--- config.mk ---
export PLATFORM = sky130hd
export DESIGN_NAME = console_renderer
export DESIGN_NICKNAME = d
export VERILOG_FILES = /design/src/rtl/console_renderer_pkg.sv /design/src/rtl/console_blink.sv /design/src/rtl/console_renderer.sv
export SDC_FILE = /design/constraint.sdc
export NUM_CORES = 1
export LEC_CHECK = 0
export CORE_ASPECT_RATIO = 1.25
export CORE_MARGIN = 4
export CORE_UTILIZATION = 51
export CTS_CLUSTER_DIAMETER = 150
export DETAILED_ROUTE_END_ITERATION = 6
export PLACE_DENSITY = 0.89
export SETUP_SLACK_MARGIN = 0.3
export SLEW_MARGIN = 20
export SYNTH_ARGS = -nofsm -noshare
export SYNTH_HDL_FRONTEND = slang
export SYNTH_SLANG_ARGS = --single-unit
--- constraint.sdc ---
create_clock -name vgaClock -period 3.7 [get_ports vgaClock]
set_input_delay 0.74 -clock vgaClock [delete_from_list [all_inputs] [get_ports vgaClock]]
set_output_delay 0.74 -clock vgaClock [all_outputs]
set_load 0.005 [all_outputs]
--- src/rtl/console_renderer_pkg.sv ---
// Shared definitions for the text-mode console renderer: attribute layout,
// RGB333 component levels and the colour expansion helpers.
package console_renderer_pkg;

    localparam logic [2:0] RGB_OFF  = 3'b000;
    localparam logic [2:0] RGB_MID  = 3'b101;
    localparam logic [2:0] RGB_FULL = 3'b111;

    // Attribute byte as stored in the upper half of a char RAM word.
    typedef struct packed {
        logic       blink;
        logic [2:0] bg;
        logic       intensity;
        logic [2:0] fg;
    } attr_t;

    function automatic logic [2:0] expand(input logic set, input logic bright);
        logic [2:0] level;
        if (!set) begin
            level = RGB_OFF;
        end else if (bright) begin
            level = RGB_FULL;
        end else begin
            level = RGB_MID;
        end
        return level;
    endfunction

    function automatic logic [8:0] fg_colour(input attr_t a);
        return {expand(a.fg[2], a.intensity), expand(a.fg[1], a.intensity),
                expand(a.fg[0], a.intensity)};
    endfunction

    function automatic logic [8:0] bg_colour(input attr_t a);
        return {expand(a.bg[2], 1'b0), expand(a.bg[1], 1'b0), expand(a.bg[0], 1'b0)};
    endfunction

endpackage

--- src/rtl/console_blink.sv ---
// Frame-tick detection and blink phase generation. A frame starts on the
// first sample of (0,0); the phase toggles every BLINK_FRAMES frames.
module console_blink #(
    parameter int BLINK_FRAMES = 30
) (
    input  logic       clk,
    input  logic       rst,
    input  logic [9:0] x,
    input  logic [9:0] y,
    output logic       blink_phase
);

    localparam int CNT_W = (BLINK_FRAMES > 1) ? $clog2(BLINK_FRAMES) : 1;
    localparam logic [CNT_W-1:0] LAST = CNT_W'(BLINK_FRAMES - 1);

    logic [CNT_W-1:0] count_d, count_q;
    logic             phase_d, phase_q;
    logic             prev_origin_d, prev_origin_q;
    logic             at_origin_s;

    // Next-state for the frame counter and blink phase.
    always_comb begin
        at_origin_s   = (x == 10'd0) && (y == 10'd0);
        prev_origin_d = at_origin_s;
        count_d       = count_q;
        phase_d       = phase_q;
        if (at_origin_s && !prev_origin_q) begin
            if (count_q == LAST) begin
                count_d = '0;
                phase_d = ~phase_q;
            end else begin
                count_d = count_q + CNT_W'(1);
            end
        end else begin
            count_d = count_q;
        end
    end

    // Blink state registers.
    always_ff @(posedge clk) begin
        if (rst) begin
            count_q       <= '0;
            phase_q       <= 1'b1;
            prev_origin_q <= 1'b0;
        end else begin
            count_q       <= count_d;
            phase_q       <= phase_d;
            prev_origin_q <= prev_origin_d;
        end
    end

    assign blink_phase = phase_q;

endmodule

--- src/rtl/console_renderer.sv ---
// Text-mode renderer: pixel -> cell -> char RAM -> font ROM -> RGB333,
// a fixed four-stage pipeline with per-cell colours, blink and cursor.
module console_renderer
    import console_renderer_pkg::*;
#(
    parameter int COLS         = 80,
    parameter int ROWS         = 30,
    parameter int CHAR_W       = 8,
    parameter int CHAR_H       = 16,
    parameter int CHAR_AW      = 13,
    parameter int FONT_AW      = 12,
    parameter int BLINK_FRAMES = 30
) (
    input  logic               vgaClock,
    input  logic               rst,
    input  logic [9:0]         x,
    input  logic [9:0]         y,
    input  logic               active,
    input  logic               cursorEn,
    input  logic [6:0]         cursorCol,
    input  logic [4:0]         cursorRow,
    output logic [CHAR_AW-1:0] addrRChar,
    input  logic [15:0]        dataChar,
    output logic [FONT_AW-1:0] addrRFont,
    input  logic [7:0]         dataFont,
    output logic [8:0]         pixelData,
    output logic               pixelValid
);

    localparam int XS     = (CHAR_W > 1) ? $clog2(CHAR_W) : 0;
    localparam int YS     = (CHAR_H > 1) ? $clog2(CHAR_H) : 0;
    localparam int LINE_W = (YS > 0) ? YS : 1;

    logic [9:0]        col_s, row_s;
    logic [2:0]        bit_s;
    logic [LINE_W-1:0] line_s;
    logic              in_range_s, cursor_hit_s, blink_phase_s;
    logic              glyph_on_s, cursor_on_s;

    logic               v1_d, v1_q, v2_d, v2_q, v3_d, v3_q;
    logic [2:0]         bit1_d, bit1_q, bit2_d, bit2_q, bit3_d, bit3_q;
    logic [LINE_W-1:0]  line1_d, line1_q, line2_d, line2_q;
    logic               cur1_d, cur1_q, cur2_d, cur2_q, cur3_d, cur3_q;
    logic [15:0]        char_word_d, char_word_q;
    attr_t              attr3_d, attr3_q;
    logic [CHAR_AW-1:0] addr_r_char_d, addr_r_char_q;
    logic [FONT_AW-1:0] addr_r_font_d, addr_r_font_q;
    logic [8:0]         pixel_data_d, pixel_data_q;
    logic               pixel_valid_d, pixel_valid_q;

    console_blink #(.BLINK_FRAMES(BLINK_FRAMES)) u_blink (
        .clk         (vgaClock),
        .rst         (rst),
        .x           (x),
        .y           (y),
        .blink_phase (blink_phase_s)
    );

    // Cell decode of the incoming pixel position.
    always_comb begin
        col_s        = x >> XS;
        row_s        = y >> YS;
        bit_s        = 3'(x & 10'(CHAR_W - 1));
        line_s       = LINE_W'(y & 10'(CHAR_H - 1));
        in_range_s   = active && (col_s < 10'(COLS)) && (row_s < 10'(ROWS));
        cursor_hit_s = cursorEn && (col_s == {3'b000, cursorCol})
                       && (row_s == {5'b00000, cursorRow})
                       && (line_s >= LINE_W'(CHAR_H - 2));
    end

    // Address generation and side-band alignment for stages 1-3.
    always_comb begin
        v1_d    = in_range_s;
        bit1_d  = bit_s;
        line1_d = line_s;
        cur1_d  = cursor_hit_s;
        addr_r_char_d = addr_r_char_q;
        if (in_range_s) begin
            addr_r_char_d = CHAR_AW'(row_s) * CHAR_AW'(COLS) + CHAR_AW'(col_s);
        end else begin
            addr_r_char_d = addr_r_char_q;
        end
        // The char word is registered once so the font multiply-add starts from a flop.
        v2_d        = v1_q;
        bit2_d      = bit1_q;
        line2_d     = line1_q;
        cur2_d      = cur1_q;
        char_word_d = dataChar;
        v3_d          = v2_q;
        bit3_d        = bit2_q;
        cur3_d        = cur2_q;
        attr3_d       = attr_t'(char_word_q[15:8]);
        addr_r_font_d = FONT_AW'(char_word_q[7:0]) * FONT_AW'(CHAR_H) + FONT_AW'(line2_q);
    end

    // Final colour selection from glyph row, attribute, blink and cursor.
    always_comb begin
        glyph_on_s    = dataFont[3'd7 - bit3_q] & ~(attr3_q.blink & ~blink_phase_s);
        cursor_on_s   = cur3_q & blink_phase_s;
        pixel_valid_d = v3_q;
        if (!v3_q) begin
            pixel_data_d = 9'd0;
        end else if (glyph_on_s || cursor_on_s) begin
            pixel_data_d = fg_colour(attr3_q);
        end else begin
            pixel_data_d = bg_colour(attr3_q);
        end
    end

    // Pipeline registers.
    always_ff @(posedge vgaClock) begin
        if (rst) begin
            v1_q <= 1'b0; v2_q <= 1'b0; v3_q <= 1'b0;
            bit1_q <= 3'd0; bit2_q <= 3'd0; bit3_q <= 3'd0;
            line1_q <= '0; line2_q <= '0;
            cur1_q <= 1'b0; cur2_q <= 1'b0; cur3_q <= 1'b0;
            char_word_q   <= 16'd0;
            attr3_q       <= '0;
            addr_r_char_q <= '0;
            addr_r_font_q <= '0;
            pixel_data_q  <= 9'd0;
            pixel_valid_q <= 1'b0;
        end else begin
            v1_q <= v1_d; v2_q <= v2_d; v3_q <= v3_d;
            bit1_q <= bit1_d; bit2_q <= bit2_d; bit3_q <= bit3_d;
            line1_q <= line1_d; line2_q <= line2_d;
            cur1_q <= cur1_d; cur2_q <= cur2_d; cur3_q <= cur3_d;
            char_word_q   <= char_word_d;
            attr3_q       <= attr3_d;
            addr_r_char_q <= addr_r_char_d;
            addr_r_font_q <= addr_r_font_d;
            pixel_data_q  <= pixel_data_d;
            pixel_valid_q <= pixel_valid_d;
        end
    end

    assign addrRChar  = addr_r_char_q;
    assign addrRFont  = addr_r_font_q;
    assign pixelData  = pixel_data_q;
    assign pixelValid = pixel_valid_q;

endmodule

==> results of run 1 <==
==> cells in the mapped netlist, drive strengths merged, types with 3 or more instances <==
cell type	number	area, sq um
dfxtp	86	1720
nor2b	58	363
nand2	27	101
xnor2	17	149
a21oi	15	75.1
ha	13	163
clkbuf	12	45.0
mux2i	9	90.1
nor2	9	33.8
nand4	7	50.1
buf	6	36.3
nor4	5	56.3
o21ai	5	25.0
a21o	4	30.0
nand3b	4	30.0
nor3	4	31.3
a211oi	3	22.5
inv	3	11.3
nor3b	3	22.5
==> routing by layer <==
layer | part of all wire (%) | wire (um) | GRT usage (%)
met5 | 0 | 0 | 0
met4 | 1.4 | 95 | 6.89
met3 | 5.4 | 383 | 5.35
met2 | 56 | 3960 | 34.1
met1 | 37 | 2600 | 20.0
==> flip-flops by register name (all words and copies together), names as in the netlist, 3 cells and up <==
register         cells
addrRChar           13
addrRFont           12
attr3_q              8
bit1_q               3
bit2_q               3
bit3_q               3
char_word_q         16
line1_q              4
line2_q              4
pixelData            6
u_blink.count_q      5
==> worst max path at each step <==
stage	from	to	slack (ns)	cells past startpoint
floorplan	y[5]	addrRChar[11]	1.21	8
global placement	y[5]	addrRChar[11]	0.50	9
detailed placement	y[5]	addrRChar[11]	0.44	9
CTS	y[5]	addrRChar[11]	0.79	9
global route	y[5]	addrRChar[11]	0.55	8
finish	y[5]	addrRChar[12]	0.75	9
==> cell families after synthesis <==
| logic type | count (synthesis) | share of synthesized area, % |
|---|---|---|
| AND/OR/NAND/NOR | 128 | 23.4 |
| adder cells (fa/ha/maj) | 15 | 6.14 |
| multiplexers | 9 | 2.73 |
| AO/OA/AOI/OAI | 37 | 7.73 |
| flip-flops | 86 | 52.1 |
| XOR/XNOR | 19 | 5.04 |
| buffers and inverters | 21 | 2.80 |
==> layout by cell type (no fill, tap or decap), types with 3 or more instances in the layout <==
master and n:
clkdlybuf4s50_1 93, dfxtp_1 86, nor2b_1 58, nand2_1 27, xnor2_1 17, a21oi_1 15
ha_1 13, mux2i_1 9, nor2_1 9, clkbuf_8 9, nand4_1 6, o21ai_0 5
nand3b_1 4, nor4_2 4, a21o_1 4, inv_1 3, nor3b_1 3, nor3_1 3
a211oi_1 3, inv_6 3
==> area by class of cell <==
type                            count  area [sq um]
Clock inverter                      7          66.3
Multi-Input combinational cell    208          1490
Timing Repair Buffer               95           943
Fill cell                         478          1790
Tap cell                           85           106
Sequential cell                    86          1720
Inverter                            3          11.3
Clock buffer                        9           124
==> worst register-to-register path: stages (launching register included) <==
cell       delay (ns)
dfxtp_1          0.45
mux2i_1          0.22
nand3b_1         0.12
a41o_1           0.26
a2bb2oi_2        0.31
mux2i_1          0.22
==> per-stage QoR <==
step | total power, uW | cell area (sq um)
floorplan | 1110 | 3300
global placement | 1220 | 4270
detailed placement | 1230 | 4270
CTS | 1840 | 4460
global route | 1910 | 4460
finish | 1820 | 4460
==> power breakdown <==
group	switching (uW)	internal (uW)
registers	11.0	958
logic	103	140
clock network	355	257
==> impl_metrics.json, run 1 <==
{
  "status": "completed",
  "finalSetupTns_ns": 0,
  "crit_chain": "clkdlybuf4s50_1, ha_1, ha_1, fa_1, xnor2_1, nand4b_1, nor2_1, a32oi_1, nor2_1",
  "start_util_pct": 52.9,
  "drc": 0,
  "seq_area_frac_synth_pct": 52.1,
  "syn_inst": 315,
  "synth-seq-cells": 86,
  "final_max_slew_viol_count": 0,
  "crit-reg2reg-capture": "pixelData[6]",
  "detail_route.first_pass.iterations": 4,
  "dieArea_sq_um": 7830,
  "layout_min_cycle_time_ns": 2.95,
  "hold_path_depth": 1,
  "yosys.cell_types.count": 43,
  "r2r_cells": 5,
  "vdd_drop_max_mv": 0.233,
  "finalWorstSetupSlack_ns": 0.754,
  "fmax_mhz": 339,
  "finalCoreUtilization_pct": 71.4,
  "drive_above_1_share_pct": 7.35,
  "chipWidth_um": 80.0,
  "crit_buf_inv": 1,
  "htreeDepth": 3,
  "root_buffer": "clkbuf_8",
  "cts.sinks": 86,
  "antenna_found_initial": 0,
  "clk_pin_slew_ns": 0.10,
  "ctsHoldBuffers": 0,
  "r2r_start": "bit3_q[1]",
  "grt_pass1_wl_mm": 11.3,
  "dpl.cell_count": 477,
  "power.leakage_uw": 0.00168,
  "hold_ws_ns": 0.432,
  "rsz0062_at_grt": "false",
  "grt_max_degree": 50,
  "coreArea_sq_um": 6250,
  "io_pins": 95,
  "period_share_pct": 79.6,
  "arrival_ns": 3.16,
  "power_density_nw_per_um2": 409,
  "cts-buffers-inserted": 9,
  "nNetsFinal": 478,
  "hold_end": "addrRFont[11]",
  "worst_clock_skew_ns": 0.0129,
  "dp_worst_setup_slack_ns": 0.441,
  "regToRegSetupSlack_ns": 2.06,
  "synth_edf_count": 0,
  "slowest_delay_ns": 0.66,
  "antennaDiodeCount": 0,
  "drtAntennaViolNets": 0,
  "clk_path_buf_depth": 2,
  "hp-start": "char_word_q[7]",
  "dr.first_iter.drc_count": 109,
  "via_per_inst": 5.03,
  "crit_family": "adder cells",
  "cp_slowest_cell": "clkdlybuf4s50_1",
  "hpwl_mm": 5.17,
  "numPortBuffers": 94,
  "rows": 32,
  "clock_latency_ns": 0.35,
  "start_kind": "primary input",
  "hold_violations": 0,
  "hold_class": "flip-flop to flip-flop",
  "critPathCaptureType": "flip-flop",
  "synth_area_sq_um": 3300,
  "fin_cells": 493,
  "cts_resized": 0,
  "cts_tree": "built",
  "critical_path_class": "primary input to flip-flop",
  "post_cts_buffers": 0,
  "chipHeight_um": 98.0,
  "track_usage_pct": 18.7,
  "routed-via-count": 2479,
  "avgSynthCellArea_sq_um": 10.5,
  "async_flop_share_pct": 0,
  "tightestPinTransition_ns": 0.803,
  "wl_per_cell_um": 14.3,
  "syn_nets": 390,
  "drv_cap": 0,
  "grt-ovfl-total": 0,
  "area_growth_pct": 35.1,
  "slew_headroom_pct": 46.4,
  "report.final.setup_viol": 0,
  "first_global_vias": 2434,
  "synth_warnings": 0,
  "worst-path-max-fanout": 6,
  "yosys_most_used_dff": "dfxtp_1",
  "routed_wl_mm": 7.03,
  "cp.required_ns": 3.92,
  "globalplace.congestion": 0.820
}
Power figures use the tool's default switching activity.
==> run 2: changes to the inputs <==
--- a/config.mk
+++ b/config.mk
@@ -7,10 +7,10 @@
 export LEC_CHECK = 0
 export CORE_ASPECT_RATIO = 1.25
 export CORE_MARGIN = 4
-export CORE_UTILIZATION = 51
+export CORE_UTILIZATION = 42
 export CTS_CLUSTER_DIAMETER = 150
 export DETAILED_ROUTE_END_ITERATION = 6
-export PLACE_DENSITY = 0.89
+export PLACE_DENSITY = 0.79
 export SETUP_SLACK_MARGIN = 0.3
 export SLEW_MARGIN = 20
 export SYNTH_ARGS = -nofsm -noshare
==> constraint.sdc (replaced) <==
create_clock -name vgaClock -period 2.4 [get_ports vgaClock]
set_input_delay 0.48 -clock vgaClock [delete_from_list [all_inputs] [get_ports vgaClock]]
set_output_delay 0.48 -clock vgaClock [all_outputs]
set_load 0.005 [all_outputs]
==> impl_metrics.json, run 2 (synthesis results as in run 1) <==
{
  "status": "completed",
  "clock_latency_ns": 0.33,
  "final_common_cell": "dfxtp_1",
  "hold_class": "flip-flop to flip-flop",
  "routed_wl_mm": 7.43,
  "detail_route.first_pass.iterations": 4,
  "period_share_pct": 86.7,
  "chipHeight_um": 107,
  "wl_per_cell_um": 14.1,
  "drc": 0,
  "power_density_nw_per_um2": 619,
  "antenna_found_initial": 0,
  "track_usage_pct": 15.9,
  "largest_reg_flops": 16,
  "area_growth_pct": 46.1,
  "cts.sinks": 86,
  "layout_common_cells": "dfxtp_1, clkdlybuf4s50_1, nor2b_1",
  "htreeDepth": 3,
  "power.leakage_uw": 0.00189,
  "chipWidth_um": 87.3,
  "grt_max_degree": 32,
  "top_register": "char_word_q",
  "worst_clock_skew_ns": 0.00881,
  "arrival_ns": 2.30,
  "cp.required_ns": 2.62,
  "critPathCaptureType": "flip-flop",
  "drtAntennaViolNets": 0,
  "coreArea_sq_um": 7530,
  "via_per_inst": 4.88,
  "dpl.cell_count": 511,
  "hold_ws_ns": 0.431,
  "root_buffer": "clkbuf_8",
  "finalSetupTns_ns": 0,
  "layout_min_cycle_time_ns": 2.08,
  "rows": 35,
  "final_max_slew_viol_count": 0,
  "report.final.setup_viol": 0,
  "rsz0062_at_grt": "false",
  "grt-ovfl-total": 0,
  "cts-buffers-inserted": 9,
  "globalplace.congestion": 0.876,
  "start_kind": "primary input",
  "hold_violations": 0,
  "hpwl_mm": 5.66,
  "clk_pin_slew_ns": 0.08,
  "grt_pass1_wl_mm": 11.6,
  "io_pins": 95,
  "tightestPinTransition_ns": 0.404,
  "nNetsFinal": 506,
  "dr.first_iter.drc_count": 71,
  "cts_tree": "built",
  "vdd_drop_max_mv": 0.372,
  "fmax_mhz": 481,
  "slew_headroom_pct": 73.0,
  "numPortBuffers": 94,
  "fin_cells": 527,
  "clk_path_buf_depth": 2,
  "drv_cap": 0,
  "first_global_vias": 2488,
  "dieArea_sq_um": 9350,
  "design_area_sq_um": 4820,
  "dpl-instance-area_sq_um": 4510,
  "routed-via-count": 2572,
  "drive_above_1_share_pct": 17.0,
  "antennaDiodeCount": 0,
  "critical_path_class": "primary input to flip-flop",
  "worst-path-max-fanout": 3,
  "start_util_pct": 43.8
}
run 2: cell count changes in the layout (fill, tap and decap cells not counted), sizes merged:
cell and delta:
buf +28, clkdlybuf4s50 -9, dlymetal6s2s +4, inv -3, bufinv +2, clkbuf +2
clkinv +2, clkinvlp -2, dlygate4sd2 +2, clkdlybuf4s15 +1
run 2: repair_timing:
item,4_1_cts,5_1_grt
setup endpoints to repair,9,7
hold buffers,0,0
setup buffers,0,1
gates cloned,0,0
pin swaps,7,10
resized for setup,12,15
run 2: cell type report:
class / count / area (sq um)
fillers: 621 / 2710
flip-flops and latches: 86 / 1720
multi-input cells: 208 / 1610
repair buffers: 123 / 1150
clock buffers: 9 / 124
well taps: 92 / 115
clock inverters: 6 / 87.6
inverters: 3 / 11.3
run 2: final timing paths:
kind             start            end  slack (ns)  depth (start not counted)
max               y[7]  addrRChar[11]        0.32                          9
min               v2_q  pixel_valid_d        0.43                          1
max reg2reg  bit3_q[1]   pixelData[6]        0.70                          5
min reg2reg       v2_q  pixel_valid_d        0.43                          1
run 2: report_power, final:
part | internal (uW) | switching (uW) | total, uW
sequential | 1480 | 16.5 | 1490
clock | 580 | 465 | 1050
combinational | 266 | 183 | 450
total | 2320 | 665 | 2990
run 2: layer usage:
metal / global-route usage (%) / vias up / share of wire [%]
met1: 17.5 / 1172 / 39
li1: - / 1295 / -
met4: 5.37 / 0 / 2.2
met3: 4.38 / 15 / 7.6
met2: 28.8 / 90 / 51
met5: 0 / - / 0
run 2: through the flow:
step	total power (uW)	worst slack (ns)	util (%)
final	2990	0.320	64.1
after global routing	3120	0.291	64.1
after CTS	3010	0.333	63.3
after detailed placement	1950	-0.317	59.9
after global placement	1940	-0.250	59.9
after floorplan	1710	0.371	-
run 2: worst max-delay path, stage by stage:
cell,delay (ns)
clkdlybuf4s15_1,0.22
ha_4,0.24
ha_4,0.16
fa_2,0.37
xnor2_1,0.15
buf_4,0.15
nor3_4,0.23
and4_1,0.24
nor3_2,0.05
==> run 3: changes to the inputs <==
--- a/config.mk
+++ b/config.mk
@@ -5,9 +5,11 @@
 export SDC_FILE = /design/constraint.sdc
 export NUM_CORES = 1
 export LEC_CHECK = 0
+export CELL_PAD_IN_SITES_DETAIL_PLACEMENT = 0
+export CELL_PAD_IN_SITES_GLOBAL_PLACEMENT = 1
 export CORE_ASPECT_RATIO = 1.25
 export CORE_MARGIN = 4
-export CORE_UTILIZATION = 42
+export CORE_UTILIZATION = 32
 export CTS_CLUSTER_DIAMETER = 150
 export DETAILED_ROUTE_END_ITERATION = 6
 export PLACE_DENSITY = 0.79
==> impl_metrics.json, run 3 (synthesis results as in run 1) <==
{
  "routed-via-count": 2517,
  "nNetsFinal": 503,
  "largest_reg_flops": 16,
  "routed_wl_mm": 7.40,
  "clock_latency_ns": 0.33,
  "antennaDiodeCount": 0,
  "combPwrFrac_pct": 13.5,
  "crit_chain": "clkdlybuf4s15_1, ha_4, ha_4, fa_2, a21o_1, a21oi_2, xnor2_2, and4_1, nor3_2",
  "final_max_slew_viol_count": 0,
  "layout_common_cells": "dfxtp_1, clkdlybuf4s50_1, nor2b_1",
  "nFillCells": 921,
  "critPathCaptureType": "flip-flop",
  "detail_route.first_pass.iterations": 4,
  "cpMostUsedCell": "ha_4",
  "antenna_found_initial": 0,
  "clk_pin_slew_ns": 0.06,
  "grt-ovfl-total": 0,
  "slowest_delay_ns": 0.39,
  "drive_above_1_share_pct": 16.0,
  "cp_slowest_cell": "fa_2",
  "seqPwrFrac_pct": 45.8,
  "hold_violations": 0,
  "htreeDepth": 3,
  "status": "completed",
  "fmax_mhz": 494,
  "io_pins": 95,
  "fin_cells": 560,
  "p_sw_share_pct": 21.4,
  "report.final.setup_viol": 0,
  "arrival_ns": 2.24,
  "wl_per_cell_um": 13.2,
  "power.switching_uw": 699,
  "period_share_pct": 84.4,
  "dieArea_sq_um": 12000,
  "slew_headroom_pct": 66.2,
  "start_util_pct": 32.7,
  "ctsHoldBuffers": 0,
  "hold_class": "flip-flop to flip-flop",
  "dpl.cell_count": 543,
  "cts_tree": "built",
  "chipWidth_um": 98.9,
  "root_buffer": "clkbuf_16",
  "area_growth_pct": 48.7,
  "power.leakage_uw": 0.00190,
  "vdd_drop_max_mv": 0.290,
  "drv_cap": 0,
  "clk_path_buf_depth": 2,
  "chipHeight_um": 122,
  "globalplace.congestion": 0.836,
  "power_frac_clock_pct": 40.7,
  "p_int_uw": 2570,
  "top_register": "char_word_q",
  "final_common_cell": "dfxtp_1",
  "total_power_uw": 3270,
  "worst-path-max-fanout": 3,
  "tightestPinTransition_ns": 0.506,
  "start_kind": "primary input",
  "hpwl_mm": 5.75,
  "drc": 0,
  "hold_ws_ns": 0.432,
  "critical_path_class": "primary input to flip-flop",
  "via_per_inst": 4.49,
  "dr.first_iter.drc_count": 112,
  "numPortBuffers": 94,
  "first_global_vias": 2574,
  "coreArea_sq_um": 10100,
  "cp.required_ns": 2.61,
  "power_density_nw_per_um2": 665,
  "grt_max_degree": 40,
  "rsz0062_at_grt": "false",
  "drtAntennaViolNets": 0,
  "grt_pass1_wl_mm": 12.1,
  "rows": 41,
  "cts-buffers-inserted": 9,
  "track_usage_pct": 12.8,
  "worst_clock_skew_ns": 0.00740,
  "layout_min_cycle_time_ns": 2.03,
  "cts.sinks": 86
}
run 3: critical path: cells and delay by family:
| kind | cells | cell delay, ns |
|---|---|---|
| buf+inv | 1 | 0.22 |
| compound gates | 2 | 0.34 |
| fa+ha+maj | 3 | 0.74 |
| simple gates | 2 | 0.29 |
| xor+xnor | 1 | 0.16 |
run 3: repair_timing:
item / CTS / global route
endpoints found under the setup margin: 8 / 5
resized for setup: 18 / 10
setup buffers: 2 / 1
gates cloned: 0 / 0
pin swaps: 6 / 6
run 3: final cells by class:
cell class	instances	area, sq um	area share (%)
flip-flops and latches	86	1720	35.1
multi-input cells	208	1610	32.7
well taps	129	161	3.29
clock inverters	3	46.3	0.943
inverters	3	11.3	0.229
clock buffers	11	243	4.95
repair buffers	120	1120	22.8
run 3: per-stage QoR:
| step | setup WS, ns | cell area, sq um | TNS [ns] | utilization (%) |
|---|---|---|---|---|
| final | 0.375 | 4910 | 0 | 48.6 |
| after global routing | 0.305 | 4910 | 0 | 48.6 |
| after global placement | -0.247 | 4520 | -1.01 | 44.7 |
| after CTS | 0.302 | 4880 | 0 | 48.3 |
| after floorplan | 0.371 | 3330 | 0 | - |
| after detailed placement | -0.346 | 4520 | -1.48 | 44.7 |
run 3: power groups by stage:
| stage | combinational, uW | sequential [uW] | clock [uW] |
|---|---|---|---|
| detailed placement | 418 | 1530 | 0 |
| global route | 485 | 1500 | 1430 |
| global placement | 410 | 1530 | 0 |
| CTS | 435 | 1500 | 1360 |
| floorplan | 189 | 1520 | 0 |
| finish | 441 | 1490 | 1330 |
run 3: final timing paths:
check	startpoint	endpoint	slack (ns)	cells past startpoint
worst min register to register	char_word_q[2]	addrRFont[6]	0.43	1
worst max-delay path	y[4]	addrRChar[11]	0.37	9
worst max register to register	bit3_q[1]	pixelData[6]	0.76	5
worst min-delay path	char_word_q[2]	addrRFont[6]	0.43	1
run 3: per-layer routing:
| metal | part of all wire [%] | global-route usage, % | vias up |
|---|---|---|---|
| met5 | 0 | 0 | - |
| met4 | 2.0 | 6.06 | 0 |
| met2 | 50 | 22.3 | 83 |
| met3 | 7.0 | 4.12 | 11 |
| li1 | - | - | 1284 |
| met1 | 41 | 14.1 | 1139 |
